### src/rtl/wb_port_arbiter_if.sv
// wb_port_arbiter_if: writeback port arbitration bundle.
// Pipeline writeback, multi-cycle result handshake, RegFile write port and status.
// master = producer/consumer side (pipeline, mc unit, regfile); slave = arbiter.
interface wb_port_arbiter_if #(
  parameter int DEPTH = 2
);
  logic                    pipe_we;
  logic [4:0]              pipe_rd;
  logic [31:0]             pipe_data;
  logic                    mc_valid;
  logic                    mc_ready;
  logic [4:0]              mc_rd;
  logic [31:0]             mc_data;
  logic                    rf_we;
  logic [4:0]              rf_rd;
  logic [31:0]             rf_wd;
  logic                    stall_pipe;
  logic [$clog2(DEPTH):0]  fifo_count;
  logic                    proto_err;

  modport master (
    output pipe_we, pipe_rd, pipe_data, mc_valid, mc_rd, mc_data,
    input  mc_ready, rf_we, rf_rd, rf_wd, stall_pipe, fifo_count, proto_err
  );

  modport slave (
    input  pipe_we, pipe_rd, pipe_data, mc_valid, mc_rd, mc_data,
    output mc_ready, rf_we, rf_rd, rf_wd, stall_pipe, fifo_count, proto_err
  );
endinterface

### src/rtl/wb_port_arbiter.sv
// wb_port_arbiter: shares the RegFile write port between pipeline writeback
// (priority) and a multi-cycle unit whose results queue in a small FIFO.
// A head that keeps losing forces a one-cycle stall_pipe so it can drain.
// Optional feature macro: WB_ARB_BYPASS_EN (mc result straight to rf_* when
// the FIFO is empty and the port is free).
module wb_port_arbiter #(
  parameter int DEPTH        = 2,
  parameter int STARVE_LIMIT = 4
) (
  input  logic             clk,
  input  logic             rst,
  wb_port_arbiter_if.slave bus
);
  localparam int AW = (DEPTH > 1) ? $clog2(DEPTH) : 1;
  localparam int CW = $clog2(DEPTH) + 1;

  logic [4:0]       r_rd   [DEPTH];
  logic [31:0]      r_data [DEPTH];
  logic [DEPTH-1:0] r_kill;
  logic [AW-1:0]    r_rptr, r_wptr;
  logic [CW-1:0]    r_cnt;
  logic [3:0]       r_starve;
  logic             r_stall, r_err;
  logic             r_we;
  logic [4:0]       r_rf_rd;
  logic [31:0]      r_rf_wd;

  logic w_empty, w_full, w_xfer, w_pipe_gnt, w_head_kill, w_live;
  logic w_pop, w_head_wr, w_lose, w_mc_kill, w_mc_keep, w_byp, w_push;

  // Grant decision, kill detection and FIFO push/pop for this cycle
  always_comb begin
    w_empty     = (r_cnt == '0);
    w_full      = (r_cnt == CW'(DEPTH));
    w_xfer      = bus.mc_valid & ~w_full;
    // x0 writes never take the port, so the head may use it instead
    w_pipe_gnt  = ~r_stall & bus.pipe_we & (bus.pipe_rd != 5'd0);
    // head is dead if marked earlier or overwritten by this cycle's pipe write
    w_head_kill = r_kill[r_rptr] | (w_pipe_gnt & (r_rd[r_rptr] == bus.pipe_rd));
    w_live      = ~w_empty & ~w_head_kill;
    // when the pipe owns the port only a dead head can leave (silently)
    w_pop       = ~w_empty & (w_pipe_gnt ? w_head_kill : 1'b1);
    w_head_wr   = w_pop & ~w_head_kill;
    w_lose      = w_live & w_pipe_gnt;
    w_mc_kill   = w_pipe_gnt & (bus.mc_rd == bus.pipe_rd);
    w_mc_keep   = w_xfer & (bus.mc_rd != 5'd0) & ~w_mc_kill;
`ifdef WB_ARB_BYPASS_EN
    w_byp       = w_mc_keep & w_empty & ~r_stall & ~w_pipe_gnt;
`else
    w_byp       = 1'b0;
`endif
    w_push      = w_mc_keep & ~w_byp;
  end

  // FIFO storage, pointers, kill marks, starvation counter, protocol flag
  always_ff @(posedge clk or posedge rst) begin
    if (rst) begin
      for (int i = 0; i < DEPTH; i++) begin
        r_rd[i]   <= '0;
        r_data[i] <= '0;
      end
      r_kill   <= '0;
      r_rptr   <= '0;
      r_wptr   <= '0;
      r_cnt    <= '0;
      r_starve <= '0;
      r_stall  <= 1'b0;
      r_err    <= 1'b0;
    end else begin
      // stale slots may get marked too; a push clears the mark on reuse
      for (int i = 0; i < DEPTH; i++)
        if (w_pipe_gnt && (r_rd[i] == bus.pipe_rd)) r_kill[i] <= 1'b1;
      if (w_push) begin
        r_rd[r_wptr]   <= bus.mc_rd;
        r_data[r_wptr] <= bus.mc_data;
        r_kill[r_wptr] <= 1'b0;
        r_wptr         <= r_wptr + AW'(1);
      end
      if (w_pop) r_rptr <= r_rptr + AW'(1);
      r_cnt <= r_cnt + CW'(w_push) - CW'(w_pop);
      // a silently dropped head does not count as progress
      if (w_head_wr || w_empty) r_starve <= '0;
      else if (w_lose)          r_starve <= r_starve + 4'd1;
      r_stall <= w_lose && (r_starve == 4'(STARVE_LIMIT - 1));
      r_err   <= r_err | (r_stall & bus.pipe_we);
    end
  end

  // Registered RegFile write port (pipe > head > bypass)
  always_ff @(posedge clk or posedge rst) begin
    if (rst) begin
      r_we    <= 1'b0;
      r_rf_rd <= '0;
      r_rf_wd <= '0;
    end else begin
      r_we <= 1'b0;
      if (w_pipe_gnt) begin
        r_we    <= 1'b1;
        r_rf_rd <= bus.pipe_rd;
        r_rf_wd <= bus.pipe_data;
      end else if (w_head_wr) begin
        r_we    <= 1'b1;
        r_rf_rd <= r_rd[r_rptr];
        r_rf_wd <= r_data[r_rptr];
      end else if (w_byp) begin
        r_we    <= 1'b1;
        r_rf_rd <= bus.mc_rd;
        r_rf_wd <= bus.mc_data;
      end
    end
  end

  assign bus.mc_ready   = ~w_full;
  assign bus.rf_we      = r_we;
  assign bus.rf_rd      = r_rf_rd;
  assign bus.rf_wd      = r_rf_wd;
  assign bus.stall_pipe = r_stall;
  assign bus.fifo_count = r_cnt;
  assign bus.proto_err  = r_err;
endmodule

### src/flat_wrapper.sv
// flat-port wrapper written by rule: the top's interface ports become plain ports
module wb_port_arbiter_flat 
#(
  parameter int DEPTH        = 2,
  parameter int STARVE_LIMIT = 4
)
  (clk, rst, bus_pipe_we, bus_pipe_rd, bus_pipe_data, bus_mc_valid, bus_mc_rd, bus_mc_data, bus_mc_ready, bus_rf_we, bus_rf_rd, bus_rf_wd, bus_stall_pipe, bus_fifo_count, bus_proto_err);
  wb_port_arbiter_if #(.DEPTH(DEPTH)) bus_i ();
  input  logic clk;
  input  logic rst;
  input wire logic [$bits(bus_i.pipe_we)-1:0] bus_pipe_we;
  input wire logic [$bits(bus_i.pipe_rd)-1:0] bus_pipe_rd;
  input wire logic [$bits(bus_i.pipe_data)-1:0] bus_pipe_data;
  input wire logic [$bits(bus_i.mc_valid)-1:0] bus_mc_valid;
  input wire logic [$bits(bus_i.mc_rd)-1:0] bus_mc_rd;
  input wire logic [$bits(bus_i.mc_data)-1:0] bus_mc_data;
  output wire logic [$bits(bus_i.mc_ready)-1:0] bus_mc_ready;
  output wire logic [$bits(bus_i.rf_we)-1:0] bus_rf_we;
  output wire logic [$bits(bus_i.rf_rd)-1:0] bus_rf_rd;
  output wire logic [$bits(bus_i.rf_wd)-1:0] bus_rf_wd;
  output wire logic [$bits(bus_i.stall_pipe)-1:0] bus_stall_pipe;
  output wire logic [$bits(bus_i.fifo_count)-1:0] bus_fifo_count;
  output wire logic [$bits(bus_i.proto_err)-1:0] bus_proto_err;
  assign bus_i.pipe_we = bus_pipe_we;
  assign bus_i.pipe_rd = bus_pipe_rd;
  assign bus_i.pipe_data = bus_pipe_data;
  assign bus_i.mc_valid = bus_mc_valid;
  assign bus_i.mc_rd = bus_mc_rd;
  assign bus_i.mc_data = bus_mc_data;
  assign bus_mc_ready = bus_i.mc_ready;
  assign bus_rf_we = bus_i.rf_we;
  assign bus_rf_rd = bus_i.rf_rd;
  assign bus_rf_wd = bus_i.rf_wd;
  assign bus_stall_pipe = bus_i.stall_pipe;
  assign bus_fifo_count = bus_i.fifo_count;
  assign bus_proto_err = bus_i.proto_err;
  wb_port_arbiter #(.DEPTH(DEPTH), .STARVE_LIMIT(STARVE_LIMIT)) u_core (.clk(clk), .rst(rst), .bus(bus_i));
endmodule
### config.mk
export PLATFORM = sky130hd
export DESIGN_NAME = wb_port_arbiter_flat
export DESIGN_NICKNAME = d
export VERILOG_FILES = /design/src/rtl/wb_port_arbiter_if.sv /design/src/rtl/wb_port_arbiter.sv /design/src/flat_wrapper.sv
export SDC_FILE = /design/constraint.sdc
export NUM_CORES = 1
export LEC_CHECK = 0
export BUFFER_PORTS_ARGS = -buffer_cell sky130_fd_sc_hd__buf_2
export CAP_MARGIN = 25
export CORE_MARGIN = 4
export CORE_UTILIZATION = 50
export DETAILED_ROUTE_END_ITERATION = 10
export PLACE_DENSITY = 0.83
export SLEW_MARGIN = 20
export SYNTH_ARGS = -nofsm -noshare
export SYNTH_HDL_FRONTEND = slang
export SYNTH_SLANG_ARGS = --single-unit
### constraint.sdc
create_clock -name clk -period 5 [get_ports clk]
set_clock_uncertainty 0.05 [all_clocks]
set_input_delay 1 -clock clk [delete_from_list [all_inputs] [get_ports clk]]
set_output_delay 1 -clock clk [all_outputs]
set_load 0.005 [all_outputs]
==> qor.txt, run 1 <==
First-pass GRT wire length -> 21.0 mm
Total of max-cap violations -> 0
Initial antenna violation count -> 0
R2r startpoint -> u_core.r_rptr
Hpwl dp -> 8.84 mm
Synth-to-layout area growth -> 21.1%
Pleak -> 3.36 nW
# hold bufs at CTS -> 0
Vias in the first global route -> 4367
Switch Pwr -> 1.59 mW
Mapped Area -> 0.00592 mm²
YS warnings -> 0
Final slew viol count -> 0
Crit path time final -> 3.48 ns
Post-CTS sizing -> 0
Sequential Power Share -> 37.8%
Avg Synthesized Cell Area -> 11.7 µm²
Initial Util -> 51.4%
Synth Area in Compound Gates -> 9.03%
Vias per inst -> 5.39
Combinational Power Share -> 34.8%
Setup Buffers After CTS -> 0
Sequential area share after synthesis -> 52.4%
GR Overflow Total -> 0
Clock Sinks -> 124
Final net count -> 694
Setup repair after global routing missed its margin -> no
Synth Area in Adders -> 0.634%
Worst EP arrival -> 3.76 ns
Mapped Cells -> 505
Tot Pwr -> 4.94 mW
Final WL -> 12.9 mm
CTS root buf -> clkbuf_16
Longest Clk Path Bufs -> 2
Placement Rows -> 39
Post-Synth Simple-Gate Area -> 7.67%
Power per standard cell area -> 689 mW/mm²
R2r setup slk -> 1.75 ns
Clock-pin slew of the registers on the worst-case setup and hold paths -> 0.05 ns
WHS Path Cells -> 1
Synth Net Count -> 586
Fin crit share -> 69.5%
Clk_lat worst skew -> 0.41 ns
Die Y -> 117 µm
Pin slew with the least headroom to its limit -> 0.790 ns
WHS -> 0.405 ns
P_int -> 3.35 mW
Data required, critical path -> 5.28 ns
Drt wl/cell -> 16.8 µm
Worst setup EP type -> register
I/O Pins -> 121
Hold Path End -> u_core.bus.proto_err
Fin Setup TNS -> 0 ns
H-tree level count -> 4
Maximum vdd drop -> 0.277 mV
Crit-path max FO -> 39
CTS buffer count -> 17
Total track usage -> 20.0%
Switching Fraction -> 32.2%
Antenna viol nets, final -> 0
Largest net degree at the start of global routing -> 87
Cell Count, Final, Fillers Out -> 770
CTS tree -> built
Final Setup Violations -> 0
WS Path Type -> input port to register
Via count -> 4149
Mux contribution to synthesized area -> 22.3%
Layout cells sized above 1 -> 36.9%
Inst Count DP -> 737
Fill cells -> 925
Reg2reg end -> u_core.bus.fifo_count[1]
Post-route DRC -> 0
Gpl congestion -> 0.855
Die ar. -> 0.0136 mm²
Core footprint -> 0.0115 mm²
Final hold viol count -> 0
R2R depth -> 10
Die W -> 117 µm
Drt pass-1 iters -> 5
Startpoint type of the worst setup path -> input port
Synth unique cells -> 44
CP max stage delay -> 0.62 ns
Starting DRT DRC Count -> 242
Synthesis-stage register bit count -> 124
Crit path cell chain -> buf_2 -> nor2b_1 -> o21a_2 -> buf_4 -> o211ai_1 -> and2_1 -> ha_1 -> inv_1 -> ha_1 -> xnor2_1 -> xnor2_1
Largest family of logic cells by synthesized area -> multiplexers
Outcome -> finished clean
Max_slew headroom -> 46.8%
Worst path slowest cell -> o21a_2
Hold path startpoint -> u_core.bus.proto_err
Clk pwr share -> 27.4%
Highest clock rate -> 288 MHz
Synth Area in XOR/XNOR -> 3.40%
Hold WC Path Type -> register to register
Port Buffers -> 120
==> placed cells by master (no fill, tap or decap), types with 2 or more instances in the layout <==
master / n
clkbuf_8: 3
nor3_1: 2
nor2b_1: 2
a31oi_1: 3
nor2_1: 45
or2_2: 2
bufinv_16: 5
clkbuf_16: 17
xor2_1: 12
ha_1: 3
nand3_1: 2
o22ai_1: 2
xnor2_1: 11
clkinv_2: 4
nor4_1: 3
inv_1: 4
buf_2: 120
mux2_2: 36
o21ai_0: 38
mux2_4: 29
buf_4: 5
inv_6: 2
a21oi_1: 42
mux2i_1: 38
o211ai_1: 3
dfrtp_1: 123
nand2_1: 40
or4_1: 2
mux2_1: 9
==> flip-flops by register name, indices dropped and copies added (netlist names) <==
name	cells
u_core.r_kill	2
u_core.r_starve	4
u_core.bus.rf_wd	32
u_core.bus.proto_err	1
u_core.bus.rf_we	1
u_core.r_wptr	1
u_core.bus.stall_pipe	1
u_core.bus.fifo_count	2
u_core.r_rd	10
u_core.r_data	64
u_core.r_rptr	1
u_core.bus.rf_rd	5
==> cell families after synthesis <==
kind of cell	after synthesis
flip-flops	124
multiplexers	112
AND/OR/NAND/NOR	105
AO/OA/AOI/OAI	97
buffers and inverters	41
XOR/XNOR	23
adder cells (fa/ha/maj)	3
==> cell usage after synthesis <==
master     count  area, µm²
a21oi_1       43        215
clkbuf_1      15       56.3
o21ai_1        1       5.00
or4_1          2       15.0
nand3b_1       1       7.51
o21a_1         1       7.51
or2_2          2       12.5
nor2_1        45        169
mux2_1         9        101
buf_1          3       11.3
o2111ai_1      1       8.76
and2b_4        1       10.0
buf_2          8       40.0
a211oi_1       1       7.51
or4_4          1       11.3
nor2b_1        2       12.5
mux2_4        29        435
and2_1         1       6.26
a21o_1         1       7.51
a31oi_4        1       21.3
mux2i_1       38        380
dfrtp_1      124       3100
and2_4         1       8.76
buf_12         3       60.1
mux2_2        36        405
nor4_1         3       18.8
inv_1          5       18.8
nand2_1       40        150
xnor2_1       11       96.3
a2111oi_0      1       8.76
ha_1           3       37.5
o21ai_0       38        190
and3_1         1       6.26
xor2_1        12        105
nand2b_1       1       6.26
buf_4          2       15.0
nor3_1         2       10.0
buf_6          3       33.8
a31oi_1        3       18.8
o22ai_1        2       12.5
nand3_1        2       10.0
buf_8          2       30.0
a311oi_1       1       8.76
o211ai_1       3       22.5
==> cell type report <==
cell class / instances / area (µm²) / share of cell area, %
antenna: 1 / 2.50 / 0.0349
clock buffer: 21 / 470 / 6.56
clock inverter: 11 / 188 / 2.62
inverter: 5 / 23.8 / 0.332
multi-input combinational: 340 / 2560 / 35.7
sequential: 124 / 3100 / 43.3
tap: 143 / 179 / 2.50
timing repair buffer: 125 / 638 / 8.90
==> layer usage <==
layer	vias to the layer above	global-route usage [%]	part of all wire, %
met1	2006	24.3	42
met2	142	32.4	50
met3	30	5.81	5.2
li1	1971	-	-
met4	0	10.7	2.4
met5	-	0	0
==> worst max-delay path, delay by kind of cell <==
family | cells | cell delay (ns)
fa+ha+maj | 2 | 0.44
simple gates | 2 | 0.50
xor+xnor | 2 | 0.33
compound gates | 2 | 0.88
buf+inv | 3 | 0.59
==> stage by stage <==
stage | area, µm² | utilization [%] | setup slack, ns
5_1_grt | 7170 | 62.2 | 1.34
2_1_floorplan | 5920 | - | 0.651
4_1_cts | 7160 | 62.2 | 1.52
6_report | 7170 | 62.2 | 1.52
3_5_place_dp | 6500 | 56.5 | 1.08
3_3_place_gp | 6500 | 56.5 | 1.18
==> worst max-delay path by stage <==
stage / startpoint / endpoint / slack [ns] / depth (start not counted)
after global placement: bus_pipe_we / u_core.bus.fifo_count[1] / 1.18 / 11
after CTS: bus_pipe_we / u_core.bus.fifo_count[1] / 1.52 / 11
final: bus_pipe_we / u_core.bus.fifo_count[1] / 1.52 / 11
after floorplan: rst / u_core.bus.fifo_count[0] / 0.65 / 1
after global routing: bus_pipe_we / u_core.bus.fifo_count[1] / 1.34 / 11
after detailed placement: bus_pipe_we / u_core.bus.fifo_count[1] / 1.08 / 11
==> power by group through the flow <==
stage / sequential (mW) / combinational (mW) / clock (mW)
floorplan: 1.76 / 1.37 / 0
global placement: 1.83 / 1.65 / 0
detailed placement: 1.87 / 1.73 / 0
CTS: 1.87 / 1.74 / 1.38
global route: 1.92 / 1.91 / 1.43
finish: 1.87 / 1.72 / 1.35
Note: power is estimated with default switching activity, not from simulation.
==> run 2, diff against run 1 <==
clock period = 3.6 ns   (was 5 ns; I/O delays follow)
==> qor.txt, run 2 (same netlist as run 1, synthesis figures left out) <==
Antenna viol nets, final -> 0
Final WL -> 13.1 mm
Most frequent cells in the layout -> dfrtp_1, buf_2, nor2_1
First-pass GRT wire length -> 21.2 mm
Via count -> 4117
GR Overflow Total -> 0
Crit-path max FO -> 17
Final hold viol count -> 0
Final Setup Violations -> 0
H-tree level count -> 4
Die W -> 117 µm
Largest net degree at the start of global routing -> 125
Total of max-cap violations -> 0
Commonest non-fill, non-tap cell in the layout -> dfrtp_1
Final net count -> 697
Hold WC Path Type -> register to register
Clk_lat worst skew -> 0.41 ns
Top reg by flops -> u_core.r_data
Pleak -> 3.35 nW
Synth-to-layout area growth -> 21.2%
Layout cells sized above 1 -> 36.9%
Final slew viol count -> 0
Longest Clk Path Bufs -> 2
Highest clock rate -> 317 MHz
Setup repair after global routing missed its margin -> no
Maximum vdd drop -> 0.486 mV
Port Buffers -> 120
Pin slew with the least headroom to its limit -> 0.752 ns
Setup Buffers After CTS -> 0
Reg area -> 0.00310 mm²
Data required, critical path -> 3.88 ns
Post-route DRC -> 0
Placement Rows -> 39
Drt wl/cell -> 16.9 µm
Worst EP arrival -> 3.43 ns
Max_slew headroom -> 49.4%
Vias per inst -> 5.33
Area of the multi-input gates -> 0.00256 mm²
Clock Sinks -> 124
Die Y -> 117 µm
Startpoint type of the worst setup path -> register
Largest register FFs -> 64
Drt pass-1 iters -> 4
Crit path time final -> 3.15 ns
Worst setup EP type -> register
Die ar. -> 0.0136 mm²
Fin Setup TNS -> 0 ns
Vias in the first global route -> 4351
Hpwl dp -> 8.92 mm
WS Path Type -> register to register
Fill cells -> 914
Power per standard cell area -> 949 mW/mm²
CTS buffer count -> 17
# hold bufs at CTS -> 0
CTS root buf -> clkbuf_16
Starting DRT DRC Count -> 239
Final core utilization -> 62.3%
Gpl congestion -> 0.813
I/O Pins -> 121
Core footprint -> 0.0115 mm²
Post-CTS sizing -> 0
Initial antenna violation count -> 0
Fin crit share -> 87.5%
Total track usage -> 20.2%
Initial Util -> 51.4%
Clock-pin slew of the registers on the worst-case setup and hold paths -> 0.05 ns
CTS tree -> built
Outcome -> finished clean
WHS -> 0.397 ns
run 2: metal layers:
layer / wire, µm / vias up / track usage, %
met2: 6520 / 103 / 33.3
li1: - / 1975 / -
met1: 5810 / 2022 / 25.5
met4: 220 / 0 / 8.56
met3: 531 / 17 / 5.14
met5: 0 / - / 0
run 2: worst paths after layout:
check,start,endpoint,slack (ns),depth (start not counted)
max,u_core.r_rptr,u_core.bus.fifo_count[1],0.45,10
min,u_core.bus.proto_err,u_core.bus.proto_err,0.40,1
max reg2reg,u_core.r_rptr,u_core.bus.fifo_count[1],0.45,10
min reg2reg,u_core.bus.proto_err,u_core.bus.proto_err,0.40,1
max in group asynchronous,rst,u_core.r_rptr,2.53,3
min in group asynchronous,rst,u_core.r_data[51],0.42,3
run 2: power by group:
group	internal (mW)	switching [mW]	leakage, nW	total, mW
logic	1.29	1.15	1.57	2.43
clock network	1.20	0.608	0.301	1.80
registers	2.10	0.465	1.48	2.57
total	4.58	2.22	3.35	6.80
run 2: through the flow:
stage          instance area (µm²)  setup slack [ns]  std cells  total power [mW]
3_5_place_dp                  6540             0.313        740              5.02
3_3_place_gp                  6540             0.358        740              4.87
2_1_floorplan                 5920             0.513        505              4.36
4_1_cts                       7170             0.421        772              6.86
6_report                      7170             0.449        773              6.80
5_1_grt                       7170             0.276        772              7.27
run 2: worst max-delay path: stages, from the launching register on:
cell      delay [ns]
dfrtp_2         0.71
mux2i_1         0.40
xnor2_1         0.13
or4_1           0.47
o211ai_1        0.39
and2_1          0.19
ha_1            0.22
inv_1           0.06
ha_1            0.16
xnor2_1         0.14
xnor2_1         0.14
run 2: area by class of cell:
type | instances | area share [%]
clock inverters | 10 | 2.27
well taps | 143 | 2.50
diodes | 1 | 0.0349
multi-input cells | 340 | 35.7
flip-flops and latches | 124 | 43.3
inverters | 5 | 0.314
repair buffers | 128 | 9.39
clock buffers | 22 | 6.47
==> run 3, diff against run 2 <==
ABC_AREA = 1   (was default)
PLACE_DENSITY = 0.82   (was 0.83)
SKIP_LAST_GASP = 1   (was default)
==> qor.txt, run 3 <==
Tot Pwr -> 6.48 mW
Worst EP arrival -> 2.90 ns
Final Setup Violations -> 0
Ant. Diodes -> 0
Post-Synth Simple-Gate Area -> 34.7%
Layout cells sized above 1 -> 20.8%
I/O Pins -> 121
Synth Net Count -> 863
Initial antenna violation count -> 0
WHS -> 0.256 ns
Longest Clk Path Bufs -> 2
Pleak -> 3.95 nW
Highest clock rate -> 376 MHz
Mapped Area -> 0.00613 mm²
Clock-pin slew of the registers on the worst-case setup and hold paths -> 0.05 ns
Max_slew headroom -> 47.4%
WS Path Type -> register to register
GR Overflow Total -> 0
Mapped Cells -> 782
Post-CTS sizing -> 0
Cell Count, Final, Fillers Out -> 1041
Crit path time final -> 2.66 ns
Via count -> 5334
Clk_lat worst skew -> 0.41 ns
Synth Area in Compound Gates -> 4.61%
Synth-to-layout area growth -> 18.1%
Worst setup EP type -> register
Final WL -> 15.2 mm
Antenna viol nets, final -> 0
Data required, critical path -> 3.85 ns
Maximum vdd drop -> 0.373 mV
Post-route DRC -> 0
Dominant cell type by area after synthesis -> dfrtp_1
Post-synth top flop -> dfrtp_1
CTS tree -> built
Initial Util -> 51.1%
Port Buffers -> 120
Synthesis-stage register bit count -> 124
R2r setup slk -> 0.94 ns
Synth Area in Adders -> 0.612%
Gpl congestion -> 0.881
Share of Yosys cell area claimed by the top area cell type -> 50.6%
Core footprint -> 0.0120 mm²
Crit-path max FO -> 40
Die ar. -> 0.0141 mm²
Drt pass-1 iters -> 5
Pin slew with the least headroom to its limit -> 0.786 ns
Largest cells by area after synthesis -> dfrtp_1, nand2_1, nand3_1, a31oi_1, nor2_1
R2r startpoint -> u_core.r_rptr
Clock Sinks -> 124
Drt wl/cell -> 14.6 µm
EDFF count, synth -> 0
Ys async rst share -> 100%
Setup Buffers After CTS -> 0
Reg2reg end -> u_core.bus.fifo_count[1]
Most frequent cells in the layout -> nand2_1, dfrtp_1, buf_2
Final slew viol count -> 0
Commonest non-fill, non-tap cell in the layout -> nand2_1
Synth unique cells -> 30
Vias per inst -> 5.12
Setup repair after global routing missed its margin -> no
Die Y -> 119 µm
Top cells by count, synth -> nand2_1, dfrtp_1, nand3_1, nor2_1, a31oi_1
First-pass GRT wire length -> 25.2 mm
Power per standard cell area -> 895 mW/mm²
CTS buffer count -> 17
Outcome -> finished clean
Startpoint type of the worst setup path -> register
Starting DRT DRC Count -> 463
Final net count -> 964
Inst Count DP -> 1011
CTS root buf -> clkbuf_16
# hold bufs at CTS -> 0
R2R depth -> 14
YS warnings -> 0
Final core utilization -> 60.3%
Hpwl dp -> 9.86 mm
Vias in the first global route -> 5190
Fin crit share -> 73.8%
Placement Rows -> 40
Total of max-cap violations -> 0
Fin Setup TNS -> 0 ns
Sequential area share after synthesis -> 50.6%
Largest net degree at the start of global routing -> 63
Mux contribution to synthesized area -> 0%
Top reg by flops -> u_core.r_data
Hold WC Path Type -> input port to asynchronous set/reset pin
Die W -> 119 µm
Total track usage -> 22.4%
Final hold viol count -> 0
Synth Area in XOR/XNOR -> 2.29%
Largest register FFs -> 64
Avg Synthesized Cell Area -> 7.84 µm²
H-tree level count -> 4
Count leader, synth -> nand2_1
Largest family of logic cells by synthesized area -> simple AND/OR/NAND/NOR gates
## run 3: cell types whose count changed in the layout (fill, tap and decap cells not counted), moves of 5 or more
cell | before | now
mux2i_1 | 38 | 0
nand3_2 | 0 | 13
a21oi_1 | 42 | 1
nand4_1 | 0 | 5
mux2_4 | 29 | 0
nand2_1 | 40 | 397
nand3_1 | 2 | 46
mux2_1 | 9 | 0
mux2_2 | 36 | 0
a31oi_1 | 3 | 32
inv_1 | 4 | 23
o21ai_0 | 38 | 13
## run 3: kinds of logic after synthesis
| logic type | after synthesis |
|---|---|
| compound gates | 48 |
| flops | 124 |
| fa+ha+maj | 3 |
| simple gates | 514 |
| xor+xnor | 16 |
| buf+inv | 77 |
## run 3: through the flow
| stage | setup WS [ns] | cell area (µm²) |
|---|---|---|
| 2_1_floorplan | 1.28 | 6140 |
| 3_5_place_dp | 0.785 | 6690 |
| 4_1_cts | 0.936 | 7240 |
| 6_report | 0.942 | 7240 |
| 5_1_grt | 0.688 | 7240 |
| 3_3_place_gp | 0.851 | 6690 |
## run 3: how the worst max path moves through the flow
stage	from	end	slack, ns	depth (start not counted)
after floorplan	bus_pipe_rd[2]	u_core.bus.fifo_count[1]	1.28	13
after global placement	bus_pipe_rd[2]	u_core.bus.rf_wd[30]	0.85	8
after detailed placement	bus_pipe_rd[2]	u_core.bus.rf_rd[1]	0.78	8
after CTS	u_core.r_rptr	u_core.bus.fifo_count[1]	0.94	14
after global routing	u_core.r_rptr	u_core.bus.fifo_count[1]	0.69	14
final	u_core.r_rptr	u_core.bus.fifo_count[1]	0.94	14
## run 3: worst max-delay path, stage by stage (launching register included)
cell,delay [ns]
dfrtp_2,0.57
inv_4,0.44
nand2_1,0.13
nand2_1,0.11
nand2_1,0.05
nand2_1,0.07
nor2_1,0.06
nand3_2,0.09
nand2_1,0.14
nand2_1,0.13
nand2_1,0.07
ha_1,0.27
inv_1,0.04
ha_1,0.18
xnor2_1,0.12
## run 3: layout make-up
| type | instances | area, µm² |
|---|---|---|
| Inverter | 29 | 118 |
| Sequential cell | 124 | 3100 |
| Fill cell | 1095 | 4770 |
| Clock buffer | 23 | 488 |
| Timing Repair Buffer | 130 | 688 |
| Clock inverter | 7 | 65.1 |
| Tap cell | 147 | 184 |
| Multi-Input combinational cell | 581 | 2590 |
## run 3: power by group
part           total, mW  switching, mW  internal [mW]
sequential          2.50          0.434           2.06
clock               1.59          0.587           1.01
combinational       2.39           1.52          0.864
total               6.48           2.55           3.94
## run 3: per-layer routing
| metal | up-vias | track usage [%] | share of wire (%) |
|---|---|---|---|
| li1 | 2656 | - | - |
| met1 | 2477 | 28.1 | 43 |
| met2 | 168 | 36.9 | 49 |
| met3 | 33 | 4.83 | 5.7 |
| met4 | 0 | 10.4 | 2.7 |
| met5 | - | 0 | 0 |
